## config.mk

```make
export PLATFORM = sky130hd
export DESIGN_NAME = aes_job_ctrl
export DESIGN_NICKNAME = d
export VERILOG_FILES = /design/src/rtl/aes_job_ctrl.sv
export SDC_FILE = /design/constraint.sdc
export NUM_CORES = 1
export LEC_CHECK = 0
export BUFFER_PORTS_ARGS = -buffer_cell sky130_fd_sc_hd__buf_2
export CORE_ASPECT_RATIO = 1.75
export CORE_MARGIN = 3
export CORE_UTILIZATION = 50
export CTS_BUF_LIST = sky130_fd_sc_hd__clkbuf_16
export CTS_CLUSTER_DIAMETER = 40
export DETAILED_ROUTE_END_ITERATION = 7
export GPL_TIMING_DRIVEN = 0
export PLACE_DENSITY_LB_ADDON = 0.3
export SLEW_MARGIN = 20
export SYNTH_ARGS = -nofsm -noshare
export SYNTH_HDL_FRONTEND = slang
export SYNTH_SLANG_ARGS = --single-unit
```

## constraint.sdc

```tcl
create_clock -name clk_i -period 2.6 [get_ports clk_i]
set_input_delay 0.13 -clock clk_i [delete_from_list [all_inputs] [get_ports clk_i]]
set_output_delay 0.13 -clock clk_i [all_outputs]
set_load 0.05 [all_outputs]
```

## src/rtl/aes_job_ctrl.sv

```systemverilog
// ---------------------------------------------------------------------------
// aes_job_ctrl
//
// Job sequencer for the streaming AES-128 engine. A trigger from the register
// file starts a job of N 128-bit blocks. The sequencer then soft-clears the
// engine, starts the engine and the sink streamer, and counts the 32-bit
// output words. After the last word has been handshaked, it waits for the
// streamer to finish and then reports completion.
//
// Optional feature: define AES_CTRL_WDT_EN to enable the stall watchdog.
//   If RUN/DRAIN sees no out_hs_i and no streamer_done_i for WDT_CYCLES
//   consecutive cycles, the job is aborted and timeout_o pulses.
//   If the macro is undefined, timeout_o is tied to 0.
//
// Ports
//   clk_i, rst_ni      clock, asynchronous active-low reset
//   trigger_i          job start pulse
//   abort_i            software abort pulse
//   cfg_nblocks_i      blocks per job, sampled when a trigger is accepted
//   out_hs_i           engine output word handshake
//   streamer_done_i    sink streamer finished (pulse or level)
//   engine_clear_o     engine soft clear (CLEAR and ABORT states)
//   engine_enable_o    engine enable (START/RUN/DRAIN states)
//   engine_start_o     engine start pulse (START state)
//   engine_len_o       latched job length in words
//   streamer_start_o   sink streamer start pulse (START state)
//   busy_o             any state other than IDLE
//   progress_o         words handshaked in the current/last job
//   done_o             job complete pulse
//   err_o              pulse for a rejected trigger (nblocks == 0)
//   timeout_o          watchdog abort pulse
//
// Handshake: out_hs_i is taken as one completed word transfer in every
// cycle it is high while in RUN. It is ignored in all other states.
// All outputs are registered, and every FSM output is decoded from the
// next state, so each output lines up with the state it belongs to.
// ---------------------------------------------------------------------------
module aes_job_ctrl #(
    parameter int unsigned BLK_CNT_W     = 16,
    parameter int unsigned WORDS_PER_BLK = 4,
    parameter int unsigned WDT_CYCLES    = 1024
) (
    input  logic                 clk_i,
    input  logic                 rst_ni,
    input  logic                 trigger_i,
    input  logic                 abort_i,
    input  logic [BLK_CNT_W-1:0] cfg_nblocks_i,
    input  logic                 out_hs_i,
    input  logic                 streamer_done_i,
    output logic                 engine_clear_o,
    output logic                 engine_enable_o,
    output logic                 engine_start_o,
    output logic [BLK_CNT_W+1:0] engine_len_o,
    output logic                 streamer_start_o,
    output logic                 busy_o,
    output logic [BLK_CNT_W+1:0] progress_o,
    output logic                 done_o,
    output logic                 err_o,
    output logic                 timeout_o
);

    localparam int unsigned LEN_W     = BLK_CNT_W + 2;
    localparam int unsigned BLK_SHIFT = $clog2(WORDS_PER_BLK);

    // Parameter sanity checks, evaluated at elaboration.
    if (WORDS_PER_BLK != (32'd1 << BLK_SHIFT)) begin : g_bad_wpb
        $error("WORDS_PER_BLK must be a power of two");
    end
    if (WDT_CYCLES < 2) begin : g_bad_wdt
        $error("WDT_CYCLES must be at least 2");
    end

    typedef enum logic [2:0] {
        ST_IDLE  = 3'd0,
        ST_CLEAR = 3'd1,
        ST_START = 3'd2,
        ST_RUN   = 3'd3,
        ST_DRAIN = 3'd4,
        ST_DONE  = 3'd5,
        ST_ABORT = 3'd6
    } state_e;

    state_e             state_q, state_d;
    logic [LEN_W-1:0]   len_q, len_d;
    logic [LEN_W-1:0]   prog_q, prog_d;
    logic               seen_q, seen_d;     // streamer_done_i already seen in this job
    logic               err_d;
    logic               tmo_d;
    logic               wdt_fire;

    logic               clear_q, enable_q, start_q, sstart_q, busy_q, done_q, err_q, tmo_q;

    // -----------------------------------------------------------------------
    // Stall watchdog
    // -----------------------------------------------------------------------
`ifdef AES_CTRL_WDT_EN
    localparam int unsigned WDT_W = $clog2(WDT_CYCLES);

    logic [WDT_W-1:0] wdt_q, wdt_d;
    logic             wdt_active;

    assign wdt_active = (state_q == ST_RUN) || (state_q == ST_DRAIN);

    // Fires on the last idle cycle of a WDT_CYCLES-long stall.
    assign wdt_fire = wdt_active && !out_hs_i && !streamer_done_i &&
                      (wdt_q == WDT_W'(WDT_CYCLES - 1));

    // The counter restarts on any activity and on every state change, so
    // each RUN/DRAIN entry starts counting again from zero.
    always_comb begin
        wdt_d = '0;
        if (wdt_active && (state_d == state_q) && !out_hs_i && !streamer_done_i) begin
            wdt_d = wdt_q + WDT_W'(1);
        end
    end

    always_ff @(posedge clk_i or negedge rst_ni) begin
        if (!rst_ni) begin
            wdt_q <= '0;
        end else begin
            wdt_q <= wdt_d;
        end
    end
`else
    assign wdt_fire = 1'b0;
`endif

    // -----------------------------------------------------------------------
    // Next-state logic
    // -----------------------------------------------------------------------
    always_comb begin
        state_d = state_q;
        len_d   = len_q;
        prog_d  = prog_q;
        seen_d  = seen_q;
        err_d   = 1'b0;
        tmo_d   = 1'b0;

        unique case (state_q)
            ST_IDLE: begin
                // If abort arrives in the same cycle, it cancels the trigger.
                if (trigger_i && !abort_i) begin
                    if (cfg_nblocks_i == '0) begin
                        err_d = 1'b1;
                    end else begin
                        state_d = ST_CLEAR;
                        len_d   = LEN_W'(cfg_nblocks_i) << BLK_SHIFT;
                        prog_d  = '0;
                        seen_d  = 1'b0;
                    end
                end
            end

            ST_CLEAR: begin
                state_d = abort_i ? ST_IDLE : ST_START;
            end

            ST_START: begin
                if (streamer_done_i) seen_d = 1'b1;
                state_d = abort_i ? ST_ABORT : ST_RUN;
            end

            ST_RUN: begin
                if (streamer_done_i) seen_d = 1'b1;
                if (abort_i) begin
                    state_d = ST_ABORT;
                end else if (wdt_fire) begin
                    state_d = ST_ABORT;
                    tmo_d   = 1'b1;
                end else if (out_hs_i && (prog_q < len_q)) begin
                    prog_d = prog_q + LEN_W'(1);
                    if (prog_d == len_q) state_d = ST_DRAIN;
                end
            end

            ST_DRAIN: begin
                if (streamer_done_i) seen_d = 1'b1;
                if (abort_i) begin
                    state_d = ST_ABORT;
                end else if (seen_q || streamer_done_i) begin
                    state_d = ST_DONE;
                end else if (wdt_fire) begin
                    state_d = ST_ABORT;
                    tmo_d   = 1'b1;
                end
            end

            ST_DONE:  state_d = ST_IDLE;
            ST_ABORT: state_d = ST_IDLE;
            default:  state_d = ST_IDLE;
        endcase
    end

    // -----------------------------------------------------------------------
    // State and registered outputs
    // -----------------------------------------------------------------------
    always_ff @(posedge clk_i or negedge rst_ni) begin
        if (!rst_ni) begin
            state_q  <= ST_IDLE;
            len_q    <= '0;
            prog_q   <= '0;
            seen_q   <= 1'b0;
            clear_q  <= 1'b0;
            enable_q <= 1'b0;
            start_q  <= 1'b0;
            sstart_q <= 1'b0;
            busy_q   <= 1'b0;
            done_q   <= 1'b0;
            err_q    <= 1'b0;
            tmo_q    <= 1'b0;
        end else begin
            state_q  <= state_d;
            len_q    <= len_d;
            prog_q   <= prog_d;
            seen_q   <= seen_d;
            clear_q  <= (state_d == ST_CLEAR) || (state_d == ST_ABORT);
            enable_q <= (state_d == ST_START) || (state_d == ST_RUN) || (state_d == ST_DRAIN);
            start_q  <= (state_d == ST_START);
            sstart_q <= (state_d == ST_START);
            busy_q   <= (state_d != ST_IDLE);
            done_q   <= (state_d == ST_DONE);
            err_q    <= err_d;
            tmo_q    <= tmo_d;
        end
    end

    assign engine_clear_o   = clear_q;
    assign engine_enable_o  = enable_q;
    assign engine_start_o   = start_q;
    assign streamer_start_o = sstart_q;
    assign busy_o           = busy_q;
    assign done_o           = done_q;
    assign err_o            = err_q;
    assign engine_len_o     = len_q;
    assign progress_o       = prog_q;
`ifdef AES_CTRL_WDT_EN
    assign timeout_o        = tmo_q;
`else
    assign timeout_o        = 1'b0;
`endif

endmodule
```

==> impl_metrics.ini, run 1 <==
[min_path]
hold_class = input pin to asynchronous set/reset pin

[yosys]
synthDistinctLibCells = 55
synth_top_family_by_area = simple AND/OR/NAND/NOR gates
synthDominantCellAreaShare_pct = 35.3
yosysSeqAreaShare_pct = 35.3
synth.area.mux_share_pct = 5.77
netlist_area_sq_mm = 0.00312
synth_commonest_cells = dfrtp_1, o21ai_0, inv_1, nand2_1, a21oi_1
synth_simple_gate_area_share_pct = 20.5
synthTopCellsByArea = dfrtp_1, ha_1, mux2_2
synthAdderAreaFrac_pct = 6.42
synth_edf_count = 0
ys_ff_latch = 44
synthCells = 342
yosysWarnings = 0
synth_compound_area_share_pct = 18.0
synthArstFlopShare_pct = 100
synthFlopType = dfrtp_1
yosysMostFrequentCell = dfrtp_1
yosys.area.top_type = dfrtp_1
syn-mean-instance-area_sq_um = 9.12
synth-xor-area-share_pct = 6.98

[setup_path]
slowest_stage = dfrtp_2
cp_cell_sequence = inv_2 -> ha_4 -> and4_1 -> a211o_1 -> a211oi_2 -> o31a_1 -> buf_8 -> nand3_4 -> nor4b_4 -> a41oi_2
r2r_setup_slack_ps = 50
critPathCaptureType = flip-flop
reg2reg_depth = 10
reg2reg_from = engine_len_o[8]
worstSetupPathType = flip-flop to flip-flop
cp_slowest_stage_delay_ps = 440
worst_ep_arrival_time_ps = 2700
cp-start-kind = flip-flop
path_max_fanout = 7
r2r-end = state_q[1]
cp.required_ps = 2750

[sta]
finalSetupViolCount = 0
fmax_ghz = 0.392
fin_crit_ps = 2550
maxSlewHeadroom_pct = 33.4
finalClockSkew_ps = 5.90
slew_violations = 0
hold_violations = 0
worstMarginPinSlew_ps = 999
fin_hold_ws_ps = 7.37
period_share_pct = 98.1
rsz0062_at_grt = yes

[power]
power.density_mw_per_mm2 = 1010
power.leakage_nw = 1.86
vdd_drop_max_v = 0.000608

[clock_tree]
clk_pin_slew_worst_paths_ps = 60
ctsHoldBuffers = 0
numCtsBuffers = 5
cts_sinks = 44
htree_levels = 2
clock_latency_ps = 290
cts_root_buffer = clkbuf_16
cts_tree = done
ctsLongestPathBuffers = 2

[cells_and_area]
stdcell_count = 502
fillers = 470
area_growth_pct = 28.9
final_layout_size_suffix_gt1_share_pct = 38.0
antenna_cells = 0
layout.nets = 461

[status]
status = finished clean

[job]
drv_cap = 0

[floorplanning]
core_sq_mm = 0.00597
start_util_pct = 52.3
rows = 37
die-area_sq_mm = 0.00726
ios = 66
die_height_um = 111
die_x_um = 65.7

[drt]
drt_first_iter_violations = 213
wl_um = 9490
ant_nets = 0
drc = 0
vias = 3092
via_per_inst = 6.16
dr.pass1.iters = 5
wl_per_cell_um = 18.9

[grt]
grt_start_max_net_pins = 45
grt_pass1_wl_um = 15000
grt_pass1_vias = 3056
antenna_found_initial = 0
grtUsageTotal_pct = 26.6
overflow = 0

[place]
place_congestion = 0.923
hpwl_um = 6660
dpl.cell_count = 483
port_buffers = 61
==> how the worst max path moves through the flow <==
stage,startpoint,endpoint,slack (ps),depth (start not counted)
final,engine_len_o[8],state_q[1],50,10
after detailed placement,engine_len_o[8],progress_o[14],-420,9
after global placement,progress_o[8],progress_o[14],-360,8
after CTS,engine_len_o[7],state_q[1],1,10
after floorplan,progress_o[5],state_q[2],40,9
after global routing,engine_len_o[8],state_q[1],-40,10
==> power breakdown <==
group,internal (mW),switching [mW]
Combinational,0.729,1.40
Sequential,0.890,0.243
Clock,0.547,0.269
==> registers in the layout, summed over array words and instances (netlist names) <==
register	count
busy_o	1
err_o	1
state_q	3
engine_len_o	16
engine_enable_o	1
engine_clear_o	1
streamer_start_o	1
done_o	1
seen_q	1
progress_o	18
==> cells by family (layout without fill, tap and decap cells) <==
family | count (synthesis) | after routing
xor gates and xnor gates | 24 | 24
buffers and inverters | 43 | 123
adders and majority gates | 16 | 16
and+or+nand+nor | 108 | 108
AOI/OAI and AO/OA | 90 | 90
muxes | 16 | 16
other | 1 | 3
DFF | 44 | 44
==> worst max-delay path, delay by kind of cell (launching register included) <==
| family | cells | cell delay [ps] |
|---|---|---|
| AOI/OAI and AO/OA | 4 | 920 |
| buffers and inverters | 2 | 240 |
| and+or+nand+nor | 3 | 610 |
| DFF | 1 | 440 |
| adders and majority gates | 1 | 190 |
==> layout by cell type (no fill, tap or decap), drive strengths merged, types with 2 or more instances in the layout <==
cell / n
buf: 87
dfrtp: 44
o21ai: 32
nand2: 20
inv: 20
a21oi: 18
nor2: 17
mux2: 16
ha: 16
xnor2: 15
nand4: 14
clkbuf: 14
xor2: 9
nand3: 9
a31oi: 8
nor4: 8
nor3: 7
o31ai: 6
a211oi: 6
nor2b: 5
and3: 5
nand2b: 4
and2: 4
o21bai: 3
nor3b: 3
conb: 3
and4: 3
a41oi: 3
or3: 3
o41ai: 3
a211o: 2
o21a: 2
bufinv: 2
or2: 2
nor4b: 2
o211ai: 2
==> through the flow <==
step,utilization (%),setup TNS (ps),setup WS (ps),total power [mW],area (sq um)
global route,67.3,-61.9,-42.3,4.31,4020
floorplan,-,0,38.1,2.56,3160
detailed placement,59.6,-5360,-415,3.05,3560
global placement,59.6,-5370,-361,3.01,3560
finish,67.3,0,49.7,4.08,4020
CTS,64.5,0,1.38,3.94,3850
==> final cells by class <==
type / instances / area [sq um] / area share, %
multi-input combinational: 257 / 1980 / 49.2
sequential: 44 / 1120 / 27.9
timing repair buffer: 72 / 388 / 9.65
buffer: 24 / 175 / 4.36
clock buffer: 5 / 125 / 3.11
tap: 78 / 97.6 / 2.43
inverter: 19 / 71.3 / 1.77
clock inverter: 3 / 63.8 / 1.59
==> per-layer routing <==
| layer | part of all wire, % | GRT usage [%] |
|---|---|---|
| met5 | 0 | 0 |
| met4 | 3.9 | 14.7 |
| met3 | 6.8 | 4.07 |
| met2 | 54 | 46.0 |
| met1 | 36 | 30.1 |
==> repair_timing <==
action	CTS	global route
setup buffers	6	5
pin swaps	4	16
endpoints found under the setup margin	21	20
resized for setup	12	25
(Power assumes the default switching activity.)
==> inputs of run 2 (changes only) <==
--- a/config.mk
+++ b/config.mk
@@ -13,7 +13,7 @@
 export CTS_CLUSTER_DIAMETER = 40
 export DETAILED_ROUTE_END_ITERATION = 7
 export GPL_TIMING_DRIVEN = 0
-export PLACE_DENSITY_LB_ADDON = 0.3
+export PLACE_DENSITY = 0.77
 export SLEW_MARGIN = 20
 export SYNTH_ARGS = -nofsm -noshare
 export SYNTH_HDL_FRONTEND = slang
==> constraint.sdc (replaced) <==
create_clock -name clk_i -period 2.1 [get_ports clk_i]
set_input_delay 0.105 -clock clk_i [delete_from_list [all_inputs] [get_ports clk_i]]
set_output_delay 0.105 -clock clk_i [all_outputs]
set_load 0.05 [all_outputs]
==> impl_metrics.ini, run 2 (same netlist as run 1, synthesis figures left out) <==
[setup_path]
r2r-end = state_q[2]
path_max_fanout = 10
cp-startpoint = progress_o[7]
cp-start-kind = flip-flop
worstSetupPathType = flip-flop to flip-flop
slowest_stage = or4_4
crit_end = state_q[2]
cp_slowest_stage_delay_ps = 560
cp_cell_sequence = clkbuf_4 -> nand4_1 -> nor4_4 -> a31oi_1 -> or3_1 -> or4_4 -> o211ai_2
reg2reg_depth = 7
path_depth = 7
r2r_setup_slack_ps = -360
worst_ep_arrival_time_ps = 2680
reg2reg_from = progress_o[7]
crit_family = simple AND/OR/NAND/NOR gates
crit_buf_inv = 1
critPathCaptureType = flip-flop
cp.required_ps = 2320

[drt]
ant_nets = 0
wl_per_cell_um = 18.6
dr.pass1.iters = 4
vias = 3080
drc = 0
drt_first_iter_violations = 200
via_per_inst = 6.03
wl_um = 9500

[cells_and_area]
largest_reg_flops = 18
final_layout_size_suffix_gt1_share_pct = 43.4
final_cell_mix = buf_2, dfrtp_2, buf_4
area_growth_pct = 33.2
layout.nets = 470
multi_input_area_sq_mm = 0.00203
fin_area_sq_mm = 0.00416
fillers = 464
antenna_cells = 0
post-route-util_pct = 69.6
final_common_cell = buf_2
seqCellArea_sq_mm = 0.00113

[sta]
hold_violations = 0
timing.final.ws_setup_ps = -358
worstMarginPinSlew_ps = 1090
finalSetupTns_ps = -5860
maxSlewHeadroom_pct = 27.3
fmax_ghz = 0.407
rsz0062_at_grt = yes
fin_crit_ps = 2460
period_share_pct = 117
finalClockSkew_ps = 13.0
slew_violations = 0
finalSetupViolCount = 21

[place]
port_buffers = 61
place_congestion = 0.916
hpwl_um = 6670
place_ws_ps = -517
placed_cell_area_sq_mm = 0.00364

[floorplanning]
core_sq_mm = 0.00597
die-area_sq_mm = 0.00726
die_height_um = 111
die_x_um = 65.7
start_util_pct = 52.3
ios = 66
rows = 37

[clock_tree]
numCtsBuffers = 5
cts_root_buffer = clkbuf_16
cts_tree = done
clock_latency_ps = 300
ctsLongestPathBuffers = 2
htree_levels = 2
cts_sinks = 44
clk_pin_slew_worst_paths_ps = 70

[power]
vdd_drop_max_v = 0.000856
power.leakage_nw = 1.92
power.density_mw_per_mm2 = 1190

[job]
drv_cap = 0

[grt]
grt_busiest_layer = met2
grt_util_met1_pct = 28.1
met2_usage_pct = 48.9
antenna_found_initial = 0
grt_pass1_vias = 3210
grt_start_max_net_pins = 45
overflow = 0
grtUsageMet3_pct = 5.29
grtUsageTotal_pct = 27.6
grt_pass1_wl_um = 15400

[status]
status = complete, but fails checks
violations = negative setup slack

[min_path]
hold_class = input pin to flip-flop
run 2: cell count changes in the layout (fill, tap and decap cells not counted), sizes merged:
cell,change
clkinvlp,+1
buf,+8
clkinv,+1
bufinv,-1
inv,-1
dlygate4sd3,+1
run 2: stage by stage:
stage	power, mW	cells	hold slack [ps]
floorplan	3.21	344	-191
global placement	3.76	483	313
detailed placement	3.82	483	331
CTS	4.85	505	20.0
global route	5.25	511	55.5
finish	4.96	511	46.7
run 2: routing by layer:
metal	part of all wire, %	up-vias
li1	-	1433
met1	33	1452
met2	54	146
met3	6.2	49
met4	6.6	0
met5	0	-
run 2: worst reg2reg max path, cell delays in order, from the launching register on:
cell      delay (ps)
dfrtp_2          400
clkbuf_4         220
nand4_1          260
nor4_4           280
a31oi_1          160
or3_1            370
or4_4            560
o211ai_2         140
run 2: final cells by class:
class / count / share of cell area, %
Multi-Input combinational cell: 257 / 48.8
Sequential cell: 44 / 27.3
Tap cell: 78 / 2.35
Buffer: 23 / 4.36
Inverter: 19 / 1.72
Clock buffer: 5 / 3.01
Timing Repair Buffer: 82 / 11.5
Clock inverter: 3 / 1.02
run 2: how the worst min path moves through the flow:
stage,to,cells past startpoint,slack [ps],from
CTS,state_q[0],1,20,rst_ni
finish,err_o,3,50,trigger_i
detailed placement,progress_o[0],1,330,rst_ni
global placement,progress_o[0],1,310,rst_ni
floorplan,busy_o,0,-190,rst_ni
global route,engine_len_o[8],2,60,cfg_nblocks_i[6]
run 2: what timing repair did:
action,CTS,global route
pin swaps,9,12
endpoints found under the hold margin,0,44
setup buffers,15,5
gates resized for setup,23,21
hold buffers,0,1
setup endpoints to repair,21,38
run 2: where the power goes:
group          internal, mW  total (mW)  switching (mW)
logic                 0.922        2.67            1.75
registers              1.12        1.38           0.268
clock network         0.559       0.907           0.348
total                  2.60        4.96            2.36
